File: src/rtl/irq_priority_control.sv
// External interrupt controller: per-source pending latches, 64-entry ICT
// filtering, priority-floor arbitration and a hold-until-ack dispatch FSM.
module irq_priority_control #(
  parameter int unsigned      P_SRC       = 8,
  parameter int unsigned      P_EXT_BASE  = 4,
  parameter logic [P_SRC-1:0] P_EDGE_MASK = {P_SRC{1'b0}}
) (
  input  logic             iCLOCK,
  input  logic             iRESET_SYNC,
  input  logic             iICT_VALID,
  input  logic [5:0]       iICT_ENTRY,
  input  logic             iICT_CONF_MASK,
  input  logic             iICT_CONF_VALID,
  input  logic [1:0]       iICT_CONF_LEVEL,
  input  logic [1:0]       iPRIORITY_FLOOR,
  input  logic [P_SRC-1:0] iEXT_IRQ,
  output logic [P_SRC-1:0] oEXT_ACK,
  output logic [P_SRC-1:0] oPENDING,
  input  logic             iEXCEPTION_LOCK,
  output logic             oEXCEPTION_ACTIVE,
  output logic [6:0]       oEXCEPTION_IRQ_NUM,
  input  logic             iEXCEPTION_IRQ_ACK
);

  localparam int unsigned SW = (P_SRC > 1) ? $clog2(P_SRC) : 1;

  typedef enum logic [1:0] {
    ST_IDLE   = 2'd0,
    ST_ACTIVE = 2'd1
  } state_e;

  state_e                 state_q, state_d;
  logic [SW-1:0]          sel_q, sel_d;
  logic [6:0]             num_q, num_d;
  logic [P_SRC-1:0]       pending_q, pending_d;
  logic [P_SRC-1:0]       prev_q, prev_d;
  logic [P_SRC-1:0]       ext_ack_q, ext_ack_d;
  logic                   ict_mask_q  [64];
  logic                   ict_mask_d  [64];
  logic                   ict_valid_q [64];
  logic                   ict_valid_d [64];
  logic [1:0]             ict_level_q [64];
  logic [1:0]             ict_level_d [64];

  logic [P_SRC-1:0]       enabled_s;
  logic [P_SRC-1:0]       cand_s;
  logic [P_SRC-1:0]       trig_s;
  logic [P_SRC-1:0][1:0]  eff_level_s;
  logic                   win_found_s;
  logic [SW-1:0]          win_idx_s;
  logic [1:0]             win_level_s;
  logic                   ack_fire_s;

  // Per-source view of its ICT entry (entry index is fixed per source).
  for (genvar g = 0; g < P_SRC; g++) begin : g_src
    localparam int unsigned E = P_EXT_BASE + g;
    assign enabled_s[g]   = !ict_valid_q[E] || ict_mask_q[E];
    assign eff_level_s[g] = ict_valid_q[E] ? ict_level_q[E] : 2'd0;
    assign cand_s[g]      = pending_q[g] && enabled_s[g] &&
                            (eff_level_s[g] >= iPRIORITY_FLOOR);
  end

  // ICT next-state: one entry rewritten per strobe.
  always_comb begin
    for (int unsigned e = 0; e < 64; e++) begin
      ict_mask_d[e]  = (iICT_VALID && (iICT_ENTRY == 6'(e))) ? iICT_CONF_MASK  : ict_mask_q[e];
      ict_valid_d[e] = (iICT_VALID && (iICT_ENTRY == 6'(e))) ? iICT_CONF_VALID : ict_valid_q[e];
      ict_level_d[e] = (iICT_VALID && (iICT_ENTRY == 6'(e))) ? iICT_CONF_LEVEL : ict_level_q[e];
    end
  end

  // Arbitration: strictly-greater compare keeps the lowest index on ties.
  always_comb begin
    win_found_s = 1'b0;
    win_idx_s   = '0;
    win_level_s = 2'd0;
    for (int unsigned s = 0; s < P_SRC; s++) begin
      if (cand_s[SW'(s)] && (!win_found_s || (eff_level_s[SW'(s)] > win_level_s))) begin
        win_found_s = 1'b1;
        win_idx_s   = SW'(s);
        win_level_s = eff_level_s[SW'(s)];
      end else begin
        win_found_s = win_found_s;
      end
    end
  end

  // Dispatch FSM next-state; once ACTIVE, lock and ICT no longer matter.
  always_comb begin
    state_d    = state_q;
    sel_d      = sel_q;
    num_d      = num_q;
    ack_fire_s = 1'b0;
    case (state_q)
      ST_IDLE: begin
        if (win_found_s && !iEXCEPTION_LOCK) begin
          state_d = ST_ACTIVE;
          sel_d   = win_idx_s;
          num_d   = 7'(P_EXT_BASE) + 7'(win_idx_s);
        end else begin
          state_d = ST_IDLE;
        end
      end
      ST_ACTIVE: begin
        if (iEXCEPTION_IRQ_ACK) begin
          state_d    = ST_IDLE;
          ack_fire_s = 1'b1;
        end else begin
          state_d = ST_ACTIVE;
        end
      end
      default: state_d = ST_IDLE;
    endcase
  end

  // Pending bits: set wins over the completion clear; ack pulse blocks re-pend.
  always_comb begin
    ext_ack_d = '0;
    if (ack_fire_s) begin
      ext_ack_d[sel_q] = 1'b1;
    end else begin
      ext_ack_d = '0;
    end
    prev_d    = iEXT_IRQ;
    trig_s    = iEXT_IRQ & ~(P_EDGE_MASK & prev_q);
    pending_d = (pending_q & ~ext_ack_d) | (trig_s & enabled_s & ~ext_ack_q);
  end

  // State registers with synchronous reset.
  always_ff @(posedge iCLOCK) begin
    if (iRESET_SYNC) begin
      state_q     <= ST_IDLE;
      sel_q       <= '0;
      num_q       <= 7'd0;
      pending_q   <= '0;
      prev_q      <= '0;
      ext_ack_q   <= '0;
      ict_mask_q  <= '{default: 1'b0};
      ict_valid_q <= '{default: 1'b0};
      ict_level_q <= '{default: 2'd0};
    end else begin
      state_q     <= state_d;
      sel_q       <= sel_d;
      num_q       <= num_d;
      pending_q   <= pending_d;
      prev_q      <= prev_d;
      ext_ack_q   <= ext_ack_d;
      ict_mask_q  <= ict_mask_d;
      ict_valid_q <= ict_valid_d;
      ict_level_q <= ict_level_d;
    end
  end

  assign oEXT_ACK           = ext_ack_q;
  assign oPENDING           = pending_q;
  assign oEXCEPTION_ACTIVE  = (state_q == ST_ACTIVE);
  assign oEXCEPTION_IRQ_NUM = num_q;

endmodule

File: config.mk
export PLATFORM = sky130hd
export DESIGN_NAME = irq_priority_control
export DESIGN_NICKNAME = d
export VERILOG_FILES = /design/src/rtl/irq_priority_control.sv
export SDC_FILE = /design/constraint.sdc
export NUM_CORES = 1
export LEC_CHECK = 0
export ABC_AREA = 0
export CORE_UTILIZATION = 25
export DETAILED_ROUTE_END_ITERATION = 12
export GPL_TIMING_DRIVEN = 0
export PLACE_DENSITY = 0.48
export SKIP_LAST_GASP = 1
export SYNTH_ARGS = -nofsm -noshare
export SYNTH_HDL_FRONTEND = slang
export SYNTH_SLANG_ARGS = --single-unit
File: constraint.sdc
create_clock -name iCLOCK -period 20.7 [get_ports iCLOCK]
set_clock_uncertainty 0.05 [all_clocks]
set_input_delay 2.07 -clock iCLOCK [delete_from_list [all_inputs] [get_ports iCLOCK]]
set_output_delay 2.07 -clock iCLOCK [all_outputs]
set_load 0.03 [all_outputs]
==> results_dict.tcl <==
set metrics [dict create \
    ys_seq_elements 53 \
    numPortBuffers 41 \
    insertedDiodeCount 0 \
    syn_to_final_growth_pct 26.0 \
    clk_path_buf_depth 2 \
    track_usage 0.142 \
    overflow 0 \
    reg2reg_from "ict_valid_q[59]" \
    fin_crit_sh 0.590 \
    final_cell_mix "dfxtp_1 (53), nor2_1 (46), clkdlybuf4s50_1 (41)" \
    hold_end "oEXCEPTION_IRQ_NUM[2]" \
    layout_commonest_cell "dfxtp_1" \
    min_path_cells 2 \
    cts_root_buffer "clkbuf_16" \
    cts.clk_slew.worst_paths_ns 0.08 \
    fp-row-count 40 \
    initial_core_util 0.258 \
    ctsResizeCount 0 \
    hp-class "register to register" \
    post_cts_buffers 0 \
    max_freq_mhz 81.9 \
    h-tree-depth 2 \
    drc_errors 0 \
    syn-cell-area_sq_um 3110 \
    worstPathRequired_ns 20.85 \
    syn_inst 359 \
    antenna_found_initial 0 \
    drt_wl_total_um 8770 \
    clock_latency_ns 0.30 \
    setup_viol 0 \
    final_antenna_net_count 0 \
    yosys.area.top_type_share 0.341 \
    clock-sinks 53 \
    cts_made_buffers 5 \
    wl_per_cell_um 15.2 \
    place_congestion 0.800 \
    die-area_sq_um 12900 \
    multi_input_area_sq_um 1950 \
    finalSetupTns_ns 0 \
    hpwl_um 6790 \
    path_class "primary input to register" \
    yosysUniqueCellTypes 45 \
    cp_data_arrival_time_ns 12.37 \
    die_x_um 114 \
    fin_cells 578 \
    whs_ns 0.426 \
    synth-seq-area-share 0.341 \
    ys_top_cells_by_area "dfxtp_1 (34%), ha_1 (12%), mux2i_1 (11%), nor2_1 (5.6%), a21oi_1 (3.7%)" \
    power_density_nw_per_um2 63.8 \
    hold_buffers 0 \
    num-fill-cells 1291 \
    maxSlewHeadroom 0.387 \
    grt_first_pass_wirelength_um 14100 \
    synth_top_area_cell "dfxtp_1" \
    cap_violations 0 \
    avgSynthCellArea_sq_um 8.66 \
    io_pins 49 \
    fp.dieH_um 114 \
    synth-edff-count 0 \
    ir_worst_vdd_v 0.0000312 \
    critPathLaunchType "primary input" \
    grt_max_degree 18 \
    first_pass_iters 5 \
    layout.nets 464 \
    hold_viol_final 0 \
    vias_per_cell 4.63 \
    grt_pass1_vias 2641 \
    end_kind "register" \
    rsz0062_at_grt "false" \
    worst_slew_pin_slew_ns 0.919 \
    finalPower_uw 250 \
    leakage_nw 1.57 \
    synthArstFlopShare 0 \
    place_inst 570 \
    seq_area_sq_um 1060 \
    worstHoldStart "oEXCEPTION_IRQ_NUM[2]" \
    yosys_warnings 0 \
    cp_slowest_stage_delay_ns 0.75 \
    finalCriticalPeriod_ns 12.22 \
    slowest_stage "clkdlybuf4s50_1" \
    r2r_end "sel_q[0]" \
    setup_slack_ns 8.48 \
    drt_iter0_markers 105 \
    cp_max_fo 8 \
    maxSlewViolCount 0 \
    synthFlopType "dfxtp_1" \
    pre_cts_ws_ns 8.25 \
    r2r_setup_slack_ns 10.55 \
    vias 2676 \
    status "finished, final reports clean" \
    core_sq_um 12100 \
    rr_worst_depth 46 \
    cts_tree "yes" \
    drive_gt1_frac 0.0683 \
]
-- routing by layer --
| layer | track usage | vias up | routed length, um |
|---|---|---|---|
| met5 | 0 | - | 0 |
| met4 | 0.0395 | 0 | 130 |
| met3 | 0.0255 | 12 | 340 |
| met2 | 0.227 | 60 | 3890 |
| met1 | 0.197 | 1240 | 4410 |
| li1 | - | 1364 | - |
-- where the power goes --
part / internal, mW / switching (mW) / leakage [nW]
Sequential: 0.105 / 0.00234 / 0.431
Combinational: 0.0169 / 0.0237 / 1.05
Clock: 0.0614 / 0.0411 / 0.0890
Total: 0.183 / 0.0671 / 1.57
-- final cells by class --
class | count | share of cell area
buffer | 15 | 0.0173
clock buffer | 6 | 0.0355
clock inverter | 2 | 0.0105
inverter | 11 | 0.0105
multi-input combinational | 282 | 0.497
sequential | 53 | 0.271
tap | 168 | 0.0537
timing repair buffer | 41 | 0.105
-- flip-flops by register name, summed over array words and instances (netlist names) --
| register | count |
|---|---|
| ict_level_q | 16 |
| ict_mask_q | 8 |
| ict_valid_q | 8 |
| oEXT_ACK | 8 |
| oPENDING | 8 |
| sel_q | 3 |
| oEXCEPTION_IRQ_NUM | 1 |
| state_q | 1 |
-- Yosys cell counts, types with 2 or more instances --
| master | n |
|---|---|
| or4b_2 | 2 |
| nand4_1 | 4 |
| buf_1 | 2 |
| a21o_1 | 11 |
| inv_1 | 11 |
| a211oi_1 | 3 |
| nand2_1 | 24 |
| a2bb2oi_1 | 2 |
| nor2_1 | 46 |
| nand2b_1 | 17 |
| ha_1 | 30 |
| buf_4 | 3 |
| a2111oi_2 | 2 |
| clkbuf_1 | 10 |
| nand3_1 | 12 |
| nand3b_1 | 9 |
| nor3_1 | 9 |
| a21oi_1 | 23 |
| o21ai_0 | 13 |
| nor2b_1 | 5 |
| and2_1 | 8 |
| dfxtp_1 | 53 |
| a21o_2 | 3 |
| o22ai_1 | 3 |
| mux2i_1 | 34 |
-- kinds of logic after synthesis --
group	synth area share
flops	0.341
mux	0.110
compound gates	0.155
fa+ha+maj	0.121
buf+inv	0.0350
other cells	0.00121
simple gates	0.238
-- worst max-delay path by stage --
| stage | start | to | slack [ns] | cells past startpoint |
|---|---|---|---|---|
| 2_1_floorplan | iPRIORITY_FLOOR[1] | sel_q[0] | 10.25 | 45 |
| 3_3_place_gp | iPRIORITY_FLOOR[0] | sel_q[0] | 8.30 | 46 |
| 3_5_place_dp | iPRIORITY_FLOOR[0] | sel_q[0] | 8.25 | 46 |
| 4_1_cts | iPRIORITY_FLOOR[0] | sel_q[0] | 8.49 | 46 |
| 5_1_grt | iPRIORITY_FLOOR[0] | sel_q[0] | 7.69 | 47 |
| 6_report | iPRIORITY_FLOOR[0] | sel_q[0] | 8.48 | 46 |
-- critical path: cells and delay by family --
kind | cells | cell delay, ns
AOI/OAI and AO/OA | 25 | 5.48
adders and majority gates | 8 | 2.29
and+or+nand+nor | 10 | 1.33
buffers and inverters | 2 | 0.82
muxes | 1 | 0.37
-- through the flow --
| step | util | instance area (sq um) |
|---|---|---|
| floorplan | - | 3120 |
| global placement | 0.310 | 3740 |
| detailed placement | 0.310 | 3740 |
| CTS | 0.325 | 3920 |
| global route | 0.325 | 3920 |
| finish | 0.325 | 3920 |
No activity file was read; power rests on OpenSTA's default activity.
